$ cat src/rtl/axis_arb_pkg.sv
// Shared types and helpers for the round-robin AXI4-Stream packet arbiter.
package axis_arb_pkg;

  typedef enum logic [0:0] {
    IDLE = 1'b0,
    XFER = 1'b1
  } arb_state_t;

  localparam int MAX_NUM_SRC = 16;
  localparam int MAX_IDX_W   = 4;

  // Index of the set bit in a one-hot vector; zero for an all-zero vector.
  function automatic logic [MAX_IDX_W-1:0] onehot2idx(input logic [MAX_NUM_SRC-1:0] onehot);
    logic [MAX_IDX_W-1:0] idx;
    idx = {MAX_IDX_W{1'b0}};
    for (int i = 0; i < MAX_NUM_SRC; i++) begin
      if (onehot[i]) begin
        idx = idx | MAX_IDX_W'(i);
      end else begin
        idx = idx;
      end
    end
    return idx;
  endfunction

endpackage

$ cat src/rtl/axis_rr_arbiter_rr_picker.sv
// Combinational round-robin picker: rotate the requests so the slot after
// last_idx sits at bit 0, take the lowest set bit, rotate the result back.
module rr_picker
  import axis_arb_pkg::*;
#(
  parameter int NUM_SRC = 4,
  parameter int IDX_W   = $clog2(NUM_SRC)
) (
  input  logic [NUM_SRC-1:0] req,
  input  logic [IDX_W-1:0]   last_idx,
  output logic [NUM_SRC-1:0] gnt,
  output logic               found
);

  logic [IDX_W-1:0]     start_s;
  logic [2*NUM_SRC-1:0] req2_s;
  logic [2*NUM_SRC-1:0] back2_s;
  logic [NUM_SRC-1:0]   rot_s;
  logic [NUM_SRC-1:0]   pe_s;

  // Search start wraps from the top source back to source 0.
  always_comb begin
    start_s = {IDX_W{1'b0}};
    if (last_idx == IDX_W'(NUM_SRC - 1)) begin
      start_s = {IDX_W{1'b0}};
    end else begin
      start_s = last_idx + IDX_W'(1);
    end
  end

  // Rotate, priority-encode (lowest index wins), rotate back.
  always_comb begin
    req2_s = {req, req} >> start_s;
    rot_s  = req2_s[NUM_SRC-1:0];
    pe_s   = {NUM_SRC{1'b0}};
    for (int i = NUM_SRC - 1; i >= 0; i--) begin
      if (rot_s[i]) begin
        pe_s = NUM_SRC'(1) << i;
      end else begin
        pe_s = pe_s;
      end
    end
    back2_s = {{NUM_SRC{1'b0}}, pe_s} << start_s;
    gnt     = back2_s[NUM_SRC-1:0] | back2_s[2*NUM_SRC-1:NUM_SRC];
    found   = |req;
  end

endmodule

$ cat src/rtl/axis_rr_arbiter.sv
// Round-robin packet arbiter: shares one AXI4-Stream sink between NUM_SRC
// sources, granting whole packets or bursts of at most MAX_BURST beats.
module axis_rr_arbiter
  import axis_arb_pkg::*;
#(
  parameter int DATA_WIDTH = 32,
  parameter int NUM_SRC    = 4,
  parameter int MAX_BURST  = 16
) (
  input  logic                          ACLK,
  input  logic                          ARESETN,
  input  logic [NUM_SRC-1:0]            S_TVALID,
  output logic [NUM_SRC-1:0]            S_TREADY,
  input  logic [NUM_SRC*DATA_WIDTH-1:0] S_TDATA,
  input  logic [NUM_SRC-1:0]            S_TLAST,
  output logic                          M_TVALID,
  input  logic                          M_TREADY,
  output logic [DATA_WIDTH-1:0]         M_TDATA,
  output logic                          M_TLAST,
  output logic [NUM_SRC-1:0]            GRANT,
  output logic                          BUSY
);

  localparam int IDX_W = $clog2(NUM_SRC);
  localparam int CNT_W = $clog2(MAX_BURST + 1);

  arb_state_t              state_r, state_n_s;
  logic [NUM_SRC-1:0]      grant_r, grant_n_s;
  logic [IDX_W-1:0]        grant_idx_r, grant_idx_n_s;
  logic [IDX_W-1:0]        last_grant_r, last_grant_n_s;
  logic [CNT_W-1:0]        beat_cnt_r, beat_cnt_n_s;
  logic                    m_tvalid_r;
  logic [DATA_WIDTH-1:0]   m_tdata_r;
  logic                    m_tlast_r;

  logic [NUM_SRC-1:0]      pick_s;
  logic                    found_s;
  logic [MAX_IDX_W-1:0]    pick_full_s;
  logic [IDX_W-1:0]        pick_idx_s;
  logic                    load_ok_s;
  logic [NUM_SRC-1:0]      ready_s;
  logic                    hs_s;
  logic [DATA_WIDTH-1:0]   sel_data_s;
  logic                    sel_last_s;
  logic                    exit_s;

  rr_picker #(
    .NUM_SRC (NUM_SRC),
    .IDX_W   (IDX_W)
  ) u_picker (
    .req      (S_TVALID),
    .last_idx (last_grant_r),
    .gnt      (pick_s),
    .found    (found_s)
  );

  // Binary index of the picked source, kept alongside the one-hot grant.
  always_comb begin
    pick_full_s = onehot2idx(MAX_NUM_SRC'(pick_s));
    pick_idx_s  = pick_full_s[IDX_W-1:0];
  end

  // Only the granted source sees ready, and only when the output slot can take a beat.
  always_comb begin
    load_ok_s  = !m_tvalid_r || M_TREADY;
    sel_data_s = S_TDATA[int'(grant_idx_r)*DATA_WIDTH +: DATA_WIDTH];
    sel_last_s = S_TLAST[grant_idx_r];
    ready_s    = {NUM_SRC{1'b0}};
    if ((state_r == XFER) && load_ok_s) begin
      ready_s = grant_r;
    end else begin
      ready_s = {NUM_SRC{1'b0}};
    end
    hs_s   = |(S_TVALID & ready_s);
    exit_s = hs_s && (sel_last_s || (beat_cnt_r == CNT_W'(MAX_BURST - 1)));
  end

  // Next-state logic; a forced burst exit never alters tlast.
  always_comb begin
    state_n_s      = state_r;
    grant_n_s      = grant_r;
    grant_idx_n_s  = grant_idx_r;
    last_grant_n_s = last_grant_r;
    beat_cnt_n_s   = beat_cnt_r;
    case (state_r)
      IDLE: begin
        if (found_s) begin
          state_n_s     = XFER;
          grant_n_s     = pick_s;
          grant_idx_n_s = pick_idx_s;
          beat_cnt_n_s  = {CNT_W{1'b0}};
        end else begin
          state_n_s = IDLE;
        end
      end
      XFER: begin
        if (exit_s) begin
          state_n_s      = IDLE;
          grant_n_s      = {NUM_SRC{1'b0}};
          last_grant_n_s = grant_idx_r;
          beat_cnt_n_s   = beat_cnt_r + CNT_W'(1);
        end else if (hs_s) begin
          beat_cnt_n_s = beat_cnt_r + CNT_W'(1);
        end else begin
          beat_cnt_n_s = beat_cnt_r;
        end
      end
      default: begin
        state_n_s = IDLE;
        grant_n_s = {NUM_SRC{1'b0}};
      end
    endcase
  end

  // Arbitration state registers; last_grant resets so source 0 wins first.
  always_ff @(posedge ACLK or negedge ARESETN) begin
    if (!ARESETN) begin
      state_r      <= IDLE;
      grant_r      <= {NUM_SRC{1'b0}};
      grant_idx_r  <= {IDX_W{1'b0}};
      last_grant_r <= IDX_W'(NUM_SRC - 1);
      beat_cnt_r   <= {CNT_W{1'b0}};
    end else begin
      state_r      <= state_n_s;
      grant_r      <= grant_n_s;
      grant_idx_r  <= grant_idx_n_s;
      last_grant_r <= last_grant_n_s;
      beat_cnt_r   <= beat_cnt_n_s;
    end
  end

  // One-entry output register: load on source handshake, otherwise drain on ready.
  always_ff @(posedge ACLK or negedge ARESETN) begin
    if (!ARESETN) begin
      m_tvalid_r <= 1'b0;
      m_tdata_r  <= {DATA_WIDTH{1'b0}};
      m_tlast_r  <= 1'b0;
    end else if (hs_s) begin
      m_tvalid_r <= 1'b1;
      m_tdata_r  <= sel_data_s;
      m_tlast_r  <= sel_last_s;
    end else if (M_TREADY) begin
      m_tvalid_r <= 1'b0;
    end else begin
      m_tvalid_r <= m_tvalid_r;
    end
  end

  assign S_TREADY = ready_s;
  assign M_TVALID = m_tvalid_r;
  assign M_TDATA  = m_tdata_r;
  assign M_TLAST  = m_tlast_r;
  assign GRANT    = grant_r;
  assign BUSY     = (state_r == XFER);

endmodule

$ cat config.mk
export PLATFORM = sky130hd
export DESIGN_NAME = axis_rr_arbiter
export DESIGN_NICKNAME = d
export VERILOG_FILES = /design/src/rtl/axis_arb_pkg.sv /design/src/rtl/axis_rr_arbiter_rr_picker.sv /design/src/rtl/axis_rr_arbiter.sv
export SDC_FILE = /design/constraint.sdc
export NUM_CORES = 1
export LEC_CHECK = 0
export ABC_AREA = 0
export BUFFER_PORTS_ARGS = -buffer_cell sky130_fd_sc_hd__buf_2
export CORE_MARGIN = 10
export CORE_UTILIZATION = 45
export CTS_CLUSTER_DIAMETER = 100
export DETAILED_ROUTE_END_ITERATION = 16
export PLACE_DENSITY = 0.82
export RECOVER_POWER = 25
export SETUP_SLACK_MARGIN = 0.4
export SKIP_LAST_GASP = 1
export SYNTH_ARGS = -nofsm -noshare
export SYNTH_HDL_FRONTEND = slang
export SYNTH_HIERARCHICAL = 1
export SYNTH_SLANG_ARGS = --single-unit
$ cat constraint.sdc
create_clock -name ACLK -period 3.1 [get_ports ACLK]
set_clock_uncertainty 0.2 [all_clocks]
set_input_delay 0.465 -clock ACLK [delete_from_list [all_inputs] [get_ports ACLK]]
set_output_delay 0.465 -clock ACLK [all_outputs]
set_load 0.01 [all_outputs]
# Word-level counts from Yosys, hierarchy flattened
# Index checks and enable logic that the tools add are counted.
# totals
register_bits	48
latch_bits	0
mem_bits_rw	0
rom_bits	0
output_inout_bits	43
word_cells	57
memories	0
# classes
n_addsub	2
multipliers	0
div	0
order_cmp	1
eq_ne	5
shift	3
muxes	23
bitwise	3
reduce_logical	12
# ops
op	count
$shiftx A128 B8 Y32	1
$mux W4	7
$mux W5	3
$pmux W5 S2	1
$pmux W4 S2	1
$reduce_and A2 Y1	4
$reduce_or A4 Y1	2
$shl A4 B2 Y8	1
$shr A8 B2 Y4	1
$mux W1	6
$mux W2	3
$add A5 B1 Y5 const B	1
$eq A5 B4 Y1 const B	1
$and A4 B4 Y4	1
$or A4 B4 Y4	1
$lt A2 B3 Y1 const B	1
$ne A3 B1 Y1 const B	1
$add A2 B1 Y2 const B	1
$bmux W1 S2	1
$eq A2 B2 Y1 const B	1
$logic_and A1 B1 Y1	2
$logic_or A1 B1 Y1	2
$ne A2 B1 Y1 const B	1
$ne A2 B2 Y1 const B	1
4 further kinds	4

# Longest topological paths before layout
# logic_depth
depth_word	12
mapped_depth	9

# Modules after synthesis
# Netlist, hierarchy kept.
# modules_own_cells
mod	instances	cells_per_inst	area_each_um2	seq_area_each_um2
axis_rr_arbiter	1	183	2832.7	1203.7
rr_picker	1	48	347.8	0.0

# Worst setup path after synthesis
# Ideal clock, no wire load.
# synth_timing
kind	register to register
startpoint	reg last_grant_r[0]
endpoint	reg grant_idx_r[0]
setup_time_ns	0.067
t_arrival_ns	1.948
required_time_ns	2.833
path_slack_ns	0.885
stages_incl_launch_ff	9
synth_period_minus_slack_ns	2.215
path_cell_list	dfstp_2 > ha_1 > buf_6 > or3b_1 > a211oi_2 > o22ai_1 > a2bb2oi_1 > o21ai_0 > nand2_1
# synth_lines
element	line_no	source
start: declaration	axis_rr_arbiter.sv:30	logic [IDX_W-1:0] last_grant_r, last_grant_n_s;
start signal: assignment	axis_rr_arbiter.sv:121	last_grant_r <= IDX_W'(NUM_SRC - 1);
start signal: assignment	axis_rr_arbiter.sv:127	last_grant_r <= last_grant_n_s;
$add A2 B1 Y2 or $eq A2 B2 Y1 (tied branches)	axis_rr_arbiter_rr_picker.sv:27, axis_rr_arbiter_rr_picker.sv:24	
$mux W2 *	axis_rr_arbiter_rr_picker.sv:24	if (last_idx == IDX_W'(NUM_SRC - 1)) begin
$shr A8 B2 Y4	axis_rr_arbiter_rr_picker.sv:33	req2_s = {req, req} >> start_s;
$mux W4 (4 in series)	axis_rr_arbiter_rr_picker.sv:37	if (rot_s[i]) begin
$shl A4 B2 Y8 *	axis_rr_arbiter_rr_picker.sv:43	back2_s = {{NUM_SRC{1'b0}}, pe_s} << start_s;
$or A4 B4 Y4 *	axis_rr_arbiter_rr_picker.sv:44	gnt = back2_s[NUM_SRC-1:0] | back2_s[2*NUM_SRC-1:NUM_SRC];
named net pick_s[3]	axis_rr_arbiter.sv:36	logic [NUM_SRC-1:0] pick_s;
$mux W2 *	axis_arb_pkg.sv:17	if (onehot[i]) begin
end signal: assignment	axis_rr_arbiter.sv:120	grant_idx_r <= {IDX_W{1'b0}};
end signal: assignment	axis_rr_arbiter.sv:126	grant_idx_r <= grant_idx_n_s;
end: declaration	axis_rr_arbiter.sv:29	logic [IDX_W-1:0] grant_idx_r, grant_idx_n_s;
# Mark *: on every way through the listed nets, which the timed path passes. The rest lies on a longest branch.
# A chain may end at the register's enable or synchronous reset.

# Worst setup path after layout
# Same ends and word-level chain as after synthesis.

==> report_table.html <==
<table>
<tr><th>Metric</th><th>Value</th></tr>
<tr><th colspan="2">Clock tree</th></tr>
<tr><td>Max clock buf depth</td><td>2</td></tr>
<tr><td>Clock network latency to the later pin of the worst-skew pair</td><td>0.29 ns</td></tr>
<tr><td>Clock tree from TritonCTS</td><td>yes</td></tr>
<tr><td>Number of clock sinks</td><td>48</td></tr>
<tr><td>CTS Root Buffer Type</td><td>clkbuf_8</td></tr>
<tr><td>Clock slew at reported path FFs</td><td>approximately 0.09 ns</td></tr>
<tr><td>H-Tree Level Count</td><td>2</td></tr>
<tr><td>Clock buffer count from CTS</td><td>5</td></tr>
<tr><th colspan="2">Timing</th></tr>
<tr><td>Final-report hold violation count</td><td>0</td></tr>
<tr><td>Minimum clock period</td><td>~2.4 ns</td></tr>
<tr><td>RSZ-0062 raised after global routing</td><td>no</td></tr>
<tr><td>Final clock period utilization by the worst path</td><td>0.789</td></tr>
<tr><td>Max Freq</td><td>approximately 410 MHz</td></tr>
<tr><td>Total count of max-transition violations in the final report</td><td>0</td></tr>
<tr><td>Total negative setup slack</td><td>0 ns</td></tr>
<tr><td>Final worst hold slack</td><td>just over 0.3 ns</td></tr>
<tr><td>Final-report setup violation count</td><td>0</td></tr>
<tr><td>Worst slew margin relative to its limit</td><td>0.298</td></tr>
<tr><td>Transition time at the pin with the least slew margin</td><td>between 1 and 1.5 ns</td></tr>
<tr><td>Worst path setup slack after routing</td><td>~0.65 ns</td></tr>
<tr><th colspan="2">Worst setup path</th></tr>
<tr><td>Launching instance or port of the critical path</td><td>last_grant_r[0]</td></tr>
<tr><td>Slowest stage delay, CP</td><td>0.56 ns</td></tr>
<tr><td>Type of the worst setup path</td><td>flip-flop to flip-flop</td></tr>
<tr><td>Critical Path End Type</td><td>flip-flop</td></tr>
<tr><td>Worst reg2reg setup slack</td><td>approximately 0.65 ns</td></tr>
<tr><td>Setup crit start kind</td><td>flip-flop</td></tr>
<tr><td>Critical path data arrival time</td><td>between 2 and 2.5 ns</td></tr>
<tr><td>Critical Path Fanout Max</td><td>17</td></tr>
<tr><td>R2r startpoint</td><td>last_grant_r[0]</td></tr>
<tr><td>Required time worst endpoint</td><td>~3.1 ns</td></tr>
<tr><td>Worst reg-to-reg path cell count</td><td>7</td></tr>
<tr><td>Slowest-stage cell, CP</td><td>dfstp_2</td></tr>
<tr><td>CP endpoint</td><td>grant_idx_r[0]</td></tr>
<tr><td>Cells along the critical path</td><td>ha_2 -&gt; or3b_1 -&gt; a211oi_2 -&gt; o22ai_1 -&gt; a2bb2oi_1 -&gt; o21ai_0 -&gt; nand2_1</td></tr>
<tr><td>Reg2Reg Capture Point</td><td>grant_idx_r[0]</td></tr>
<tr><th colspan="2">Logic synthesis</th></tr>
<tr><td>Synth Area in Compound Gates</td><td>0.0830</td></tr>
<tr><td>Yosys warns</td><td>6</td></tr>
<tr><td>Proportion of register bits with asynchronous set or reset after synthesis</td><td>1.00</td></tr>
<tr><td>Number of register bits inferred by synthesis</td><td>48</td></tr>
<tr><td>Syn Std Cell Area</td><td>0.00318 mm²</td></tr>
<tr><td>Post-synth EDFFs</td><td>0</td></tr>
<tr><td>Multiplexer area fraction after synthesis</td><td>0.389</td></tr>
<tr><td>Synthesized Nets</td><td>373</td></tr>
<tr><td>Gate Count Post-Synth</td><td>231</td></tr>
<tr><td>Number of distinct standard cells referenced by the synthesized netlist</td><td>43</td></tr>
<tr><td>Fraction of the mapped netlist area in simple logic gates</td><td>0.0862</td></tr>
<tr><td>Commonest register cell after synthesis</td><td>dfrtp_1</td></tr>
<tr><td>XOR/XNOR Fraction of Synth Area</td><td>0.00275</td></tr>
<tr><td>Sequential cell area fraction in the yosys report</td><td>0.378</td></tr>
<tr><td>Adder and majority cell fraction of the synthesized area</td><td>0.0118</td></tr>
<tr><td>Mean instance size in the synthesized netlist</td><td>approximately 14 µm²</td></tr>
<tr><td>Combinational family with the most area after synthesis</td><td>multiplexers</td></tr>
<tr><th colspan="2">Die</th></tr>
<tr><td>Y dimension of the die</td><td>104 µm</td></tr>
<tr><td>Die Outline Area</td><td>approximately 0.011 mm²</td></tr>
<tr><td>Core area</td><td>0.00683 mm²</td></tr>
<tr><td>Std cell rows</td><td>30</td></tr>
<tr><td>Boundary pin count</td><td>182</td></tr>
<tr><td>Starting density of the core</td><td>0.466</td></tr>
<tr><td>Die outline width</td><td>104 µm</td></tr>
<tr><th colspan="2">Global route</th></tr>
<tr><td>Number of global-route vias before repair</td><td>2,962</td></tr>
<tr><td>Number of antenna violations at the first check in global routing</td><td>0</td></tr>
<tr><td>Total overflow reported by the global router</td><td>0</td></tr>
<tr><td>Wire length of the first global-routing pass</td><td>approximately 16,000 µm</td></tr>
<tr><td>GRT Util Overall</td><td>0.178</td></tr>
<tr><td>Maximum number of pins on one net before global-route repair</td><td>38</td></tr>
<tr><th colspan="2">Routing</th></tr>
<tr><td>Number of violations reported at the end of detailed-routing iteration 0</td><td>115</td></tr>
<tr><td>Via count</td><td>~2,700</td></tr>
<tr><td>Via density per instance</td><td>5.37</td></tr>
<tr><td>Post-detailed-route count of antenna-violating nets</td><td>0</td></tr>
<tr><td>Routed wire length per instance</td><td>19.9 µm</td></tr>
<tr><td>Post-route DRC violation count</td><td>0</td></tr>
<tr><td>WL final</td><td>roughly 10,000 µm</td></tr>
<tr><td>Number of detailed-route iterations in the first pass</td><td>4</td></tr>
<tr><th colspan="2">Cells and area</th></tr>
<tr><td>Antenna fix cells</td><td>0</td></tr>
<tr><td>Fraction of layout instances using a drive strength above 1</td><td>0.606</td></tr>
<tr><td>Layout overhead on the synthesized area</td><td>32.9%</td></tr>
<tr><td>Final non-filler cell area</td><td>0.00423 mm²</td></tr>
<tr><td>Total number of nets in the final design</td><td>550</td></tr>
<tr><th colspan="2">Placement</th></tr>
<tr><td>Weighted congestion reported at the end of routability-driven placement</td><td>0.877</td></tr>
<tr><td>Setup slack at placement</td><td>0.431 ns</td></tr>
<tr><td>I/O Buffers</td><td>around 180</td></tr>
<tr><td>Half-perimeter wire length of the detailed placement result</td><td>8380 µm</td></tr>
<tr><td>Placed instance area</td><td>0.00412 mm²</td></tr>
<tr><th colspan="2">Power</th></tr>
<tr><td>IR Drop Worst-Case VDD</td><td>approximately 0.00042 V</td></tr>
<tr><td>Pwr Density</td><td>899 mW/mm²</td></tr>
<tr><td>Lkg Pwr</td><td>2.02 nW</td></tr>
<tr><td>Total power after layout</td><td>3.80 mW</td></tr>
<tr><th colspan="2">Status</th></tr>
<tr><td>Result of the run</td><td>finished clean</td></tr>
<tr><th colspan="2">Worst hold path</th></tr>
<tr><td>Classification of the worst-slack hold path</td><td>flip-flop to flip-flop</td></tr>
<tr><th colspan="2">Flow run</th></tr>
<tr><td>MaxCap Viol Count</td><td>0</td></tr>
</table>
## critical path: cells and delay by family (launching register included)
kind                       cells  cell delay (ns)
DFF                            1             0.56
adders and majority gates      1             0.37
and+or+nand+nor                2             0.52
AOI/OAI and AO/OA              4             0.74
## routing by layer
| metal | vias up | global-route usage | share of wire |
|---|---|---|---|
| met4 | 0 | 0.0626 | 0.025 |
| li1 | 1259 | - | - |
| met5 | - | 0 | 0 |
| met1 | 1318 | 0.194 | 0.39 |
| met2 | 117 | 0.318 | 0.53 |
| met3 | 16 | 0.0533 | 0.062 |
## synthesized netlist by cell type (all sizes together), types with 2 or more instances
master	count	area, µm²
nand3b	2	15.0
nor2	7	26.3
buf	14	126
nor3b	4	30.0
or3b	2	17.5
mux4	32	773
clkbuf	4	16.3
a21o	2	15.0
a21oi	4	20.0
a22oi	2	25.0
dfstp	2	52.6
mux2	36	405
nor2b	2	12.5
nand2	15	56.3
ha	3	37.5
nand2b	5	31.3
o21ai	14	70.1
dfrtp	46	1150
inv	3	11.3
a22o	2	17.5
and3	5	31.3
mux2i	6	60.1
a2bb2oi	2	17.5
nand3	5	25.0
## stage by stage
step                 util  cells
global placement    0.602    495
detailed placement  0.602    495
CTS                 0.618    504
global route        0.619    505
finish              0.619    505
floorplan               -    231
## cell usage in the layout (no fill, tap or decap), types with 2 or more instances in the layout
cell type   instances
and3_1              5
a2bb2oi_1           2
dfstp_2             2
nand3_1             5
buf_4               4
nor2b_1             2
mux4_2             18
mux2i_1             6
clkinvlp_4          2
ha_1                2
o21ai_1             2
a22o_1              2
buf_2             175
a21o_1              2
nand3b_1            2
nand2_1            15
a22oi_2             2
a21oi_1             4
nand2b_1            5
nor3b_1             4
or3b_1              2
nor2_1              7
mux4_1             14
clkbuf_1            7
o21ai_0            12
mux2_1              6
inv_1               3
clkbuf_8            6
mux2_2             30
dfrtp_1            45
## kinds of logic after synthesis
family | count (synthesis)
compound gates | 34
flops | 48
xor+xnor | 1
fa+ha+maj | 3
mux | 74
buf+inv | 21
simple gates | 50
## how the worst min path moves through the flow
stage                start     endpoint  slack (ns)  cells after the start
6_report       M_TDATA[12]  M_TDATA[12]        0.30                      1
5_1_grt         M_TDATA[6]   M_TDATA[6]        0.32                      1
4_1_cts        M_TDATA[12]  M_TDATA[12]        0.30                      1
3_5_place_dp       ARESETN  M_TDATA[18]        0.23                      1
3_3_place_gp       ARESETN  M_TDATA[18]        0.23                      1
2_1_floorplan      ARESETN         BUSY       -0.03                      0
## registers in the layout, indices dropped and copies added, names as in the netlist
register	flops
M_TDATA	32
grant_idx_r	2
BUSY	1
last_grant_r	2
M_TLAST	1
beat_cnt_r	5
GRANT	4
M_TVALID	1
## power breakdown
group          leakage (nW)  internal (mW)  switching, mW  total, mW
sequential            0.574          0.938          0.312       1.25
clock                0.0434          0.181          0.204      0.385
combinational          1.41           1.18          0.989       2.16
## what timing repair did
item,CTS,global route
setup buffers,0,1
hold buffers,1,0
hold endpoints to repair,18,0
gates resized for setup,0,2
endpoints found under the setup margin,0,6
## cell type report
class	instances	area, µm²
tap	96	120
timing repair buffer	188	962
clock buffer	6	82.6
inverter	3	11.3
multi-input combinational	162	1830
fill	581	2610
clock inverter	2	15.0
sequential	48	1200
(Power assumes the default switching activity.)
